File: src/rtl/fpdiv_pkg.sv
// Shared constants for the sequential single-precision divider.
// FPDIV_RADIX4_EN selects two quotient bits per cycle (13 cycles instead of 26).
package fpdiv_pkg;

  localparam int EXP_W  = 8;
  localparam int MANT_W = 23;
  localparam int BIAS   = 127;

`ifdef FPDIV_RADIX4_EN
  localparam int STEPS = 13;
`else
  localparam int STEPS = 26;
`endif

  localparam int CNT_W = 5;
  localparam logic [CNT_W-1:0] TERM_CNT = CNT_W'(STEPS);

  localparam logic [31:0] FP_ZERO    = 32'h0000_0000;
  localparam logic [30:0] FP_INF_MAG = 31'h7F80_0000;

  function automatic logic [31:0] fp_inf(input logic sign);
    return {sign, FP_INF_MAG};
  endfunction

endpackage

File: src/rtl/fp_divider_if.sv
// CPU-side run/stall handshake and operand/result bus of the divider.
interface fp_divider_if;
  logic        run;
  logic [31:0] x;
  logic [31:0] y;
  logic        stall;
  logic [31:0] z;

  modport master (output run, output x, output y, input stall, input z);
  modport slave  (input run, input x, input y, output stall, output z);
endinterface

File: src/rtl/fpdiv_step.sv
// One restoring shift-subtract step: trial subtract, keep or restore, shift left.
module fpdiv_step (
  input  logic [24:0] rem_in,
  input  logic [23:0] divisor,
  output logic [24:0] rem_out,
  output logic        q_bit
);
  logic [25:0] diff;
  logic [24:0] kept;
  logic        unused_kept_msb;

  always_comb begin
    diff  = {1'b0, rem_in} - {2'b00, divisor};
    q_bit = ~diff[25];
    kept  = q_bit ? diff[24:0] : rem_in;
    // The remainder stays below twice the divisor, so the dropped MSB is always 0.
    rem_out = {kept[23:0], 1'b0};
  end

  assign unused_kept_msb = kept[24];
endmodule

File: src/rtl/fp_divider.sv
// Sequential FP divider z = x / y, restoring, stalls the CPU until the quotient is ready.
// Define FPDIV_RADIX4_EN to chain two steps per cycle.
module fp_divider
  import fpdiv_pkg::*;
(
  input  logic         clk,
  input  logic         rst,
  fp_divider_if.slave  bus
);
  logic [CNT_W-1:0] s_q, s_d;
  logic [24:0]      r_q, r_d;
  logic [25:0]      q_q, q_d;

  logic        sign;
  logic [7:0]  xe, ye;
  logic [23:0] xm, ym;
  logic [24:0] rin;
  logic [24:0] rem1;
  logic        qb1;

  assign sign = bus.x[31] ^ bus.y[31];
  assign xe   = bus.x[30:23];
  assign ye   = bus.y[30:23];
  assign xm   = {1'b1, bus.x[22:0]};
  assign ym   = {1'b1, bus.y[22:0]};
  assign rin  = (s_q == '0) ? {1'b0, xm} : r_q;

  fpdiv_step u_step0 (.rem_in(rin), .divisor(ym), .rem_out(rem1), .q_bit(qb1));

`ifdef FPDIV_RADIX4_EN
  logic [24:0] rem2;
  logic        qb2;
  fpdiv_step u_step1 (.rem_in(rem1), .divisor(ym), .rem_out(rem2), .q_bit(qb2));
`endif

  always_comb begin
    s_d = s_q;
    r_d = r_q;
    q_d = q_q;
    if (!bus.run) begin
      s_d = '0;
    end else if (s_q != TERM_CNT) begin
      s_d = s_q + 1'b1;
`ifdef FPDIV_RADIX4_EN
      r_d = rem2;
      q_d = {q_q[23:0], qb1, qb2};
`else
      r_d = rem1;
      q_d = {q_q[24:0], qb1};
`endif
    end
  end

  always_ff @(posedge clk or posedge rst) begin
    if (rst) begin
      s_q <= '0;
      r_q <= '0;
      q_q <= '0;
    end else begin
      s_q <= s_d;
      r_q <= r_d;
      q_q <= q_d;
    end
  end

  // Normalise to 24 significant bits and round half-up on the next bit down.
  logic [25:0] rnd;
  logic        carry;
  logic [22:0] mant;
  logic [9:0]  e1;
  logic        e_under, e_over;
  logic [31:0] res;
  logic        unused_rnd;

  always_comb begin
    rnd   = q_q[25] ? ({1'b0, q_q[25:1]} + 26'd1) : ({1'b0, q_q[24:0]} + 26'd1);
    carry = rnd[25];
    mant  = rnd[23:1];
    e1    = {2'b00, xe} - {2'b00, ye} + 10'(BIAS) - {9'b0, ~q_q[25]} + {9'b0, carry};
    e_under = e1[9] || (e1 == 10'd0);
    e_over  = !e1[9] && (e1 >= 10'd255);
    res = {sign, e1[7:0], mant};
    if (ye == 8'd0)       res = fp_inf(sign);
    else if (xe == 8'd0)  res = FP_ZERO;
    else if (e_under)     res = FP_ZERO;
    else if (e_over)      res = fp_inf(sign);
  end

  assign unused_rnd = rnd[24] ^ rnd[0];

  assign bus.stall = bus.run & (s_q != TERM_CNT);
  assign bus.z     = (s_q == TERM_CNT) ? res : FP_ZERO;
endmodule

File: src/flat_wrapper.sv
// flat-port wrapper written by rule: the top's interface ports become plain ports
module fp_divider_flat import fpdiv_pkg::*;
  (clk, rst, bus_run, bus_x, bus_y, bus_stall, bus_z);
  fp_divider_if bus_i ();
  input  logic clk;
  input  logic rst;
  input wire logic [$bits(bus_i.run)-1:0] bus_run;
  input wire logic [$bits(bus_i.x)-1:0] bus_x;
  input wire logic [$bits(bus_i.y)-1:0] bus_y;
  output wire logic [$bits(bus_i.stall)-1:0] bus_stall;
  output wire logic [$bits(bus_i.z)-1:0] bus_z;
  assign bus_i.run = bus_run;
  assign bus_i.x = bus_x;
  assign bus_i.y = bus_y;
  assign bus_stall = bus_i.stall;
  assign bus_z = bus_i.z;
  fp_divider u_core (.clk(clk), .rst(rst), .bus(bus_i));
endmodule
File: config.mk
export PLATFORM = sky130hd
export DESIGN_NAME = fp_divider_flat
export DESIGN_NICKNAME = d
export VERILOG_FILES = /design/src/rtl/fpdiv_pkg.sv /design/src/rtl/fp_divider_if.sv /design/src/rtl/fpdiv_step.sv /design/src/rtl/fp_divider.sv /design/src/flat_wrapper.sv
export SDC_FILE = /design/constraint.sdc
export NUM_CORES = 1
export LEC_CHECK = 0
export ABC_AREA = 1
export BUFFER_PORTS_ARGS = -buffer_cell sky130_fd_sc_hd__buf_2
export CORE_UTILIZATION = 60
export DETAILED_ROUTE_END_ITERATION = 12
export PLACE_DENSITY_LB_ADDON = 0.2
export SLEW_MARGIN = 0
export SYNTH_ARGS = -nofsm -noshare
export SYNTH_HDL_FRONTEND = slang
export SYNTH_HIERARCHICAL = 1
export SYNTH_SLANG_ARGS = --single-unit
File: constraint.sdc
create_clock -name clk -period 5.25 [get_ports clk]
set_clock_uncertainty 0.15 [all_clocks]
set_input_delay 0.2625 -clock clk [delete_from_list [all_inputs] [get_ports clk]]
set_output_delay 0.2625 -clock clk [all_outputs]
set_load 0.1 [all_outputs]
==> results of run 1 <==
==> through the flow <==
step           utilization  TNS [ns]  hold WS (ns)  instances
2_1_floorplan            -     -1.22         0.282       1199
3_3_place_gp         0.690         0         0.304       1416
3_5_place_dp         0.690         0         0.310       1416
4_1_cts              0.707         0        0.0422       1424
5_1_grt              0.720         0        0.0849       1426
6_report             0.720         0        0.0153       1426
==> per-layer routing <==
metal,vias to the layer above,global-route usage
met5,-,0
met3,29,0.0209
met1,3246,0.374
met2,195,0.504
li1,3828,-
met4,0,0.0933
==> report_power, final <==
group | total [mW] | switching (mW) | internal [mW]
registers | 0.645 | 0.0832 | 0.561
clock network | 0.428 | 0.155 | 0.274
logic | 1.87 | 1.23 | 0.633
==> worst reg2reg max path, stage by stage (launching register included) <==
cell and delay [ns]:
dfrtp_1 0.42, inv_1 0.09, ha_1 0.20, nand2_1 0.07, nor2_2 0.04, buf_4 0.23
inv_1 0.72, nand2_1 0.13, nand2_1 0.17, ha_1 0.29, nand2_1 0.09, nand2_1 0.08
nand2_1 0.06, nand2_1 0.09, inv_1 0.09, nand3_2 0.15, nand2_4 0.39, nand3_4 0.45
nand3_1 0.22, nand2_1 0.06, nand2_1 0.06, o21ai_0 0.08
==> layout by cell type (no fill, tap or decap), drive strengths merged <==
master,netlist,final
nand3,95,96
o21ai,59,59
a31o,1,1
inv,210,210
nor4,1,1
o221ai,1,1
xor2,29,29
dfrtp,56,56
clkbuf,14,9
nand3b,3,3
and2,4,4
conb,2,2
bufinv,0,2
ha,43,43
nor3,15,15
nor2,114,114
fa,4,4
xnor2,6,6
buf,16,102
nand4,14,14
a21oi,22,22
or2,4,4
nand2,483,483
a22o,2,2
nor3b,1,1
==> area by class of cell <==
| cell class | instances | area, sq um |
|---|---|---|
| Multi-Input combinational cell | 904 | 4810 |
| Fill cell | 1036 | 3210 |
| Sequential cell | 56 | 1410 |
| Timing Repair Buffer | 105 | 887 |
| Inverter | 210 | 788 |
| Tap cell | 143 | 179 |
| Clock buffer | 6 | 129 |
| Clock inverter | 2 | 60.1 |
==> synthesized netlist by cell type, types with 3 or more instances <==
| cell | instances |
|---|---|
| xor2_1 | 29 |
| nand3b_1 | 3 |
| nand3_1 | 63 |
| buf_6 | 6 |
| nand2_1 | 471 |
| buf_4 | 3 |
| o21ai_1 | 11 |
| inv_1 | 199 |
| nor2_2 | 10 |
| nand2_2 | 11 |
| clkbuf_1 | 14 |
| ha_1 | 43 |
| nor2_4 | 5 |
| dfrtp_1 | 56 |
| o21ai_0 | 35 |
| a21oi_1 | 21 |
| inv_2 | 11 |
| or2_1 | 4 |
| o21ai_2 | 13 |
| nor2_1 | 99 |
| nor3_1 | 12 |
| buf_2 | 4 |
| fa_1 | 4 |
| xnor2_1 | 6 |
| nand3_2 | 30 |
| nand4_1 | 13 |
==> worst max-delay path by stage <==
stage                                     from        end
global placement    u_core/q_q[25]$_DFFE_PP0P_  bus_z[11]
detailed placement  u_core/q_q[25]$_DFFE_PP0P_  bus_z[10]
global route        u_core/q_q[25]$_DFFE_PP0P_  bus_z[23]
finish              u_core/q_q[25]$_DFFE_PP0P_  bus_z[23]
CTS                 u_core/q_q[25]$_DFFE_PP0P_  bus_z[10]
floorplan           u_core/q_q[25]$_DFFE_PP0P_   bus_z[3]
==> registers in the layout, indices dropped and copies added (netlist names) <==
| name | cells |
|---|---|
| u_core/r_q | 25 |
| u_core/s_q | 5 |
| u_core/q_q | 26 |
==> kinds of logic after synthesis <==
group	after synthesis	share of synthesized area
AO/OA/AOI/OAI	85	0.0697
XOR/XNOR	35	0.0433
other	2	0.00106
adder cells (fa/ha/maj)	47	0.0873
buffers and inverters	240	0.138
flip-flops	56	0.198
AND/OR/NAND/NOR	734	0.463
==> what timing repair did <==
action | 4_1_cts | 5_1_grt
cloned | 0 | 1
pin swaps | 0 | 1
setup endpoints to repair | 16 | 32
hold endpoints to repair | 0 | 0
resized for setup | 1 | 48
buffers inserted | 0 | 1
==> results.txt, run 1 <==
Outcome: completed
Stages on the worst setup path: 26
Final Setup Violations: 0
Worst EP required: 4.84 ns
Mapped Nets: 1313
Top Layer Used: met4
Family with the most delay on the worst path: simple AND/OR/NAND/NOR gates
First-pass GRT wire length: 29600 um
Crit path DAT: 4.45 ns
Critical path launch point type: flop
WP buf/inv: 5
Placed Area: 7920 sq um
Pwr Density: 356 nW/um^2
Std cell rows: 39
Per-cell routed wire length: 12.2 um
Pins Over Slew Limit: 0
Netlist Area Pre-Place: 7080 sq um
Reg clk slew, reported paths: 0.07 ns
RSZ-0062 raised after global routing: false
Total of max-cap violations: 0
Worst flop-to-flop path startpoint: u_core/s_q[0]$_DFFE_PP0P_
Reg-to-Reg End: u_core/r_q[24]$_DFFE_PP0P_
Final worst slack: 0.389 ns
Initial antenna violation count: 0
Synth area leaders: nand2_1 (25%), dfrtp_1 (20%), inv_1 (11%)
EDFF count, synth: 0
Syn Area/Cell: 5.90 sq um
Leading area contributor after synthesis: nand2_1
Total Die Area: 12200 sq um
H-Tree Depth: 2
Worst R2R Path Depth: 21
Starting Density: 0.617
Gr usage total: 0.287
Leakage Power: 4.64 nW
CP max-delay cell: dfrtp_4
Die H: 111 um
Crit-path max FO: 25
Main synth FF type: dfrtp_1
Total wire length: 17400 um
FMAX: 206 MHz
Cell area after layout: 8260 sq um
Vias/cell: 5.12
Iteration-0 DRC count of the detailed router: 537
#FFs+latches synth: 56
Wire length on met1: 7930 um
Layout net count: 1396
Remaining global-route overflow: 0
Seq/Total Area, Yosys: 0.198
Synth async-reset ratio: 1.00
Port Buffers: 99
Max clock buf depth: 2
Post-route ant nets: 0
Final hold vios: 0
CTS sink count: 56
Ports: 100
Slew HR: 0.324
Drt drc: 0
Largest net degree at the start of global routing: 77
# diodes: 0
Met2 Wirelength: 8290 um
DP HPWL: 13200 um
Crit path kind: reg -> out
Cells after synthesis: 1199
Synth-to-layout area growth: 16.7%
DR vias: 7298
Total power draw: 2.94 mW
CTS tree: done
Core area: 11500 sq um
Pre-CTS WS: 0.276 ns
Final period util: 0.926
Worst skew pair latency: 0.30 ns
Final Critical Period: 4.86 ns
Yosys top cell area share: 0.250
Worst min-delay path class: in -> async
Slew @ Worst Pin: 1.01 ns
Met3 WL post-DR: 836 um
Total CTS buffers: 5
Hold_buf cts: 0
Layout cells sized above 1: 0.178
Worst Setup End Kind: output pin
Syn. warnings: 6
Flop2flop setup slack: 0.79 ns
Die width: 111 um
TritonRoute pass-1 iters: 5
Vias in the first global route: 6848
Distinct cells, synth: 42
Max IR drop VDD: 0.206 mV
Final GP Congestion: 0.927
CTS root buffer: clkbuf_16
Max stage delay on crit path: 0.57 ns
Note: power is estimated with default switching activity, not from simulation.
==> run 2, diff against run 1 <==
--- a/config.mk
+++ b/config.mk
@@ -7,6 +7,7 @@
 export LEC_CHECK = 0
 export ABC_AREA = 1
 export BUFFER_PORTS_ARGS = -buffer_cell sky130_fd_sc_hd__buf_2
+export CORE_ASPECT_RATIO = 0.7
 export CORE_UTILIZATION = 60
 export DETAILED_ROUTE_END_ITERATION = 12
 export PLACE_DENSITY_LB_ADDON = 0.2
==> run 2 against run 1 <==
Effect of this change: first-iteration DRC count rose by 26%; non-clock buffer count up 10; clock power down 18%; largest cell class unchanged; largest power group unchanged.
==> results.txt, run 2 (synthesis results as in run 1) <==
Outcome: completed (unchanged)
Total CTS buffers: 5 (unchanged)
Die width: 132 um (was 111 um)
Reg clk slew, reported paths: 0.08 ns (was 0.07 ns)
Synth-to-layout area growth: 18.8% (was 16.7%)
Family with the most delay on the worst path: simple AND/OR/NAND/NOR gates (unchanged)
Slew HR: 0.274 (was 0.324)
Remaining global-route overflow: 0 (unchanged)
Post-route ant nets: 0 (unchanged)
Most flop-heavy register: u_core/q_q (unchanged)
Drt drc: 0 (unchanged)
Gr usage total: 0.312 (was 0.287)
Wire length on met1: 9190 um (was 7930 um)
Final worst slack: 0.294 ns (was 0.389 ns)
Final period util: 0.944 (was 0.926)
Die H: 92.9 um (was 111 um)
Core area: 11300 sq um (was 11500 sq um)
Per-cell routed wire length: 13.0 um (was 12.2 um)
Ports: 100 (unchanged)
Largest register FFs: 26 (unchanged)
Pins Over Slew Limit: 0 (unchanged)
Slew @ Worst Pin: 1.09 ns (was 1.01 ns)
CTS sink count: 56 (unchanged)
WP buf/inv: 4 (was 5)
Worst skew pair latency: 0.31 ns (was 0.30 ns)
TritonRoute pass-1 iters: 5 (unchanged)
Crit-path max FO: 6 (was 25)
Max IR drop VDD: 0.219 mV (was 0.206 mV)
Hold_buf cts: 0 (unchanged)
Vias/cell: 5.22 (was 5.12)
Final Critical Period: 4.96 ns (was 4.86 ns)
RSZ-0062 raised after global routing: true (was false)
Final Setup Violations: 0 (unchanged)
Max stage delay on crit path: 0.53 ns (was 0.57 ns)
Met2 Wirelength: 7880 um (was 8290 um)
CTS tree: done (unchanged)
DR vias: 7544 (was 7298)
Max clock buf depth: 2 (unchanged)
Final GP Congestion: 0.986 (was 0.927)
Critical path launch point type: flop (unchanged)
Regs by FF count: u_core/q_q (26), u_core/r_q (25), u_core/s_q (5) (unchanged)
Crit path kind: reg -> out (unchanged)
Pre-CTS WS: 0.308 ns (was 0.276 ns)
DP Cell Count: 1428 (was 1416)
H-Tree Depth: 2 (unchanged)
Initial antenna violation count: 0 (unchanged)
Cell area after layout: 8410 sq um (was 8260 sq um)
Worst EP required: 4.84 ns (about the same)
Final hold vios: 0 (unchanged)
Crit path DAT: 4.54 ns (was 4.45 ns)
CTS root buffer: clkbuf_16 (unchanged)
Total of max-cap violations: 0 (unchanged)
DP HPWL: 14300 um (was 13200 um)
Worst min-delay path class: in -> async (unchanged)
Layout cells sized above 1: 0.184 (was 0.178)
Iteration-0 DRC count of the detailed router: 674 (was 537)
Top Layer Used: met4 (unchanged)
Commonest non-fill, non-tap cell in the layout: nand2_1 (unchanged)
Leakage Power: 4.70 nW (was 4.64 nW)
CP max-delay cell: dfrtp_4 (unchanged)
FMAX: 202 MHz (was 206 MHz)
Filler cells: 976 (was 1036)
Layout net count: 1405 (was 1396)
Vias in the first global route: 6779 (was 6848)
First-pass GRT wire length: 31300 um (was 29600 um)
Starting Density: 0.629 (was 0.617)
# diodes: 0 (unchanged)
Placed Area: 8060 sq um (was 7920 sq um)
Met3 WL post-DR: 1600 um (was 836 um)
Worst Setup End Kind: output pin (unchanged)
Pwr Density: 349 nW/um^2 (was 356 nW/um^2)
Largest net degree at the start of global routing: 76 (was 77)
Total Die Area: 12200 sq um (about the same)
Std cell rows: 32 (was 39)
Port Buffers: 99 (unchanged)
Total wire length: 18800 um (was 17400 um)
Post-route insts no fill: 1445 (was 1426)
Commonest non-fill, non-tap cells in the layout: nand2_1 (468), inv_1 (197), nor2_1 (87) (was nand2_1 (469), inv_1 (198), nor2_1 (84))
==> run 2: timing repair <==
action,CTS,global route
setup endpoints to repair,16,32
pin swaps,0,13
cloned,0,0
buffers inserted,0,9
resized for setup,1,29
==> run 2: per-stage QoR <==
step                 util  hold WS (ns)  power, mW  setup TNS, ns
floorplan               -         0.282       2.12          -1.22
global placement    0.717         0.304       2.43              0
detailed placement  0.717         0.310       2.47              0
CTS                 0.730        0.0364       2.83              0
global route        0.747        0.0731       3.22         -0.498
finish              0.747       0.00711       2.94              0
==> run 2: power by group <==
part           switching, mW  internal, mW  total, mW
sequential            0.0842         0.561      0.645
clock                  0.170         0.179      0.350
combinational           1.27         0.674       1.94
==> run 2: worst min-delay path, delay by kind of cell <==
kind	cells	cell delay [ns]
buffers and inverters	3	0.69
==> run 2: final cells by class <==
class	instances	area [sq um]	share of cell area
Inverter	210	788	0.0937
Sequential cell	56	1410	0.167
Timing Repair Buffer	115	1070	0.127
Clock buffer	5	125	0.0149
Clock inverter	3	22.5	0.00268
Tap cell	153	191	0.0228
Multi-Input combinational cell	903	4810	0.572
==> run 2: path summary, 6_finish.rpt <==
path	from	endpoint	slack, ns	cells after the start
min in group clk	bus_run	u_core/s_q[4]$_DFFE_PP0P_	0.14	3
min	rst	u_core/r_q[1]$_DFFE_PP0P_	0.007	3
max	u_core/q_q[25]$_DFFE_PP0P_	bus_z[6]	0.29	26
max in group asynchronous	rst	u_core/q_q[25]$_DFFE_PP0P_	4.40	3
max reg2reg	u_core/s_q[0]$_DFFE_PP0P_	u_core/r_q[20]$_DFFE_PP0P_	1.17	21
min reg2reg	u_core/r_q[0]$_DFFE_PP0P_	u_core/r_q[0]$_DFFE_PP0P_	0.33	2
==> run 2: per-layer routing <==
metal	vias to the layer above	track usage
met2	299	0.491
met3	13	0.0443
met5	-	0
met1	3387	0.458
li1	3845	-
met4	0	0.0436
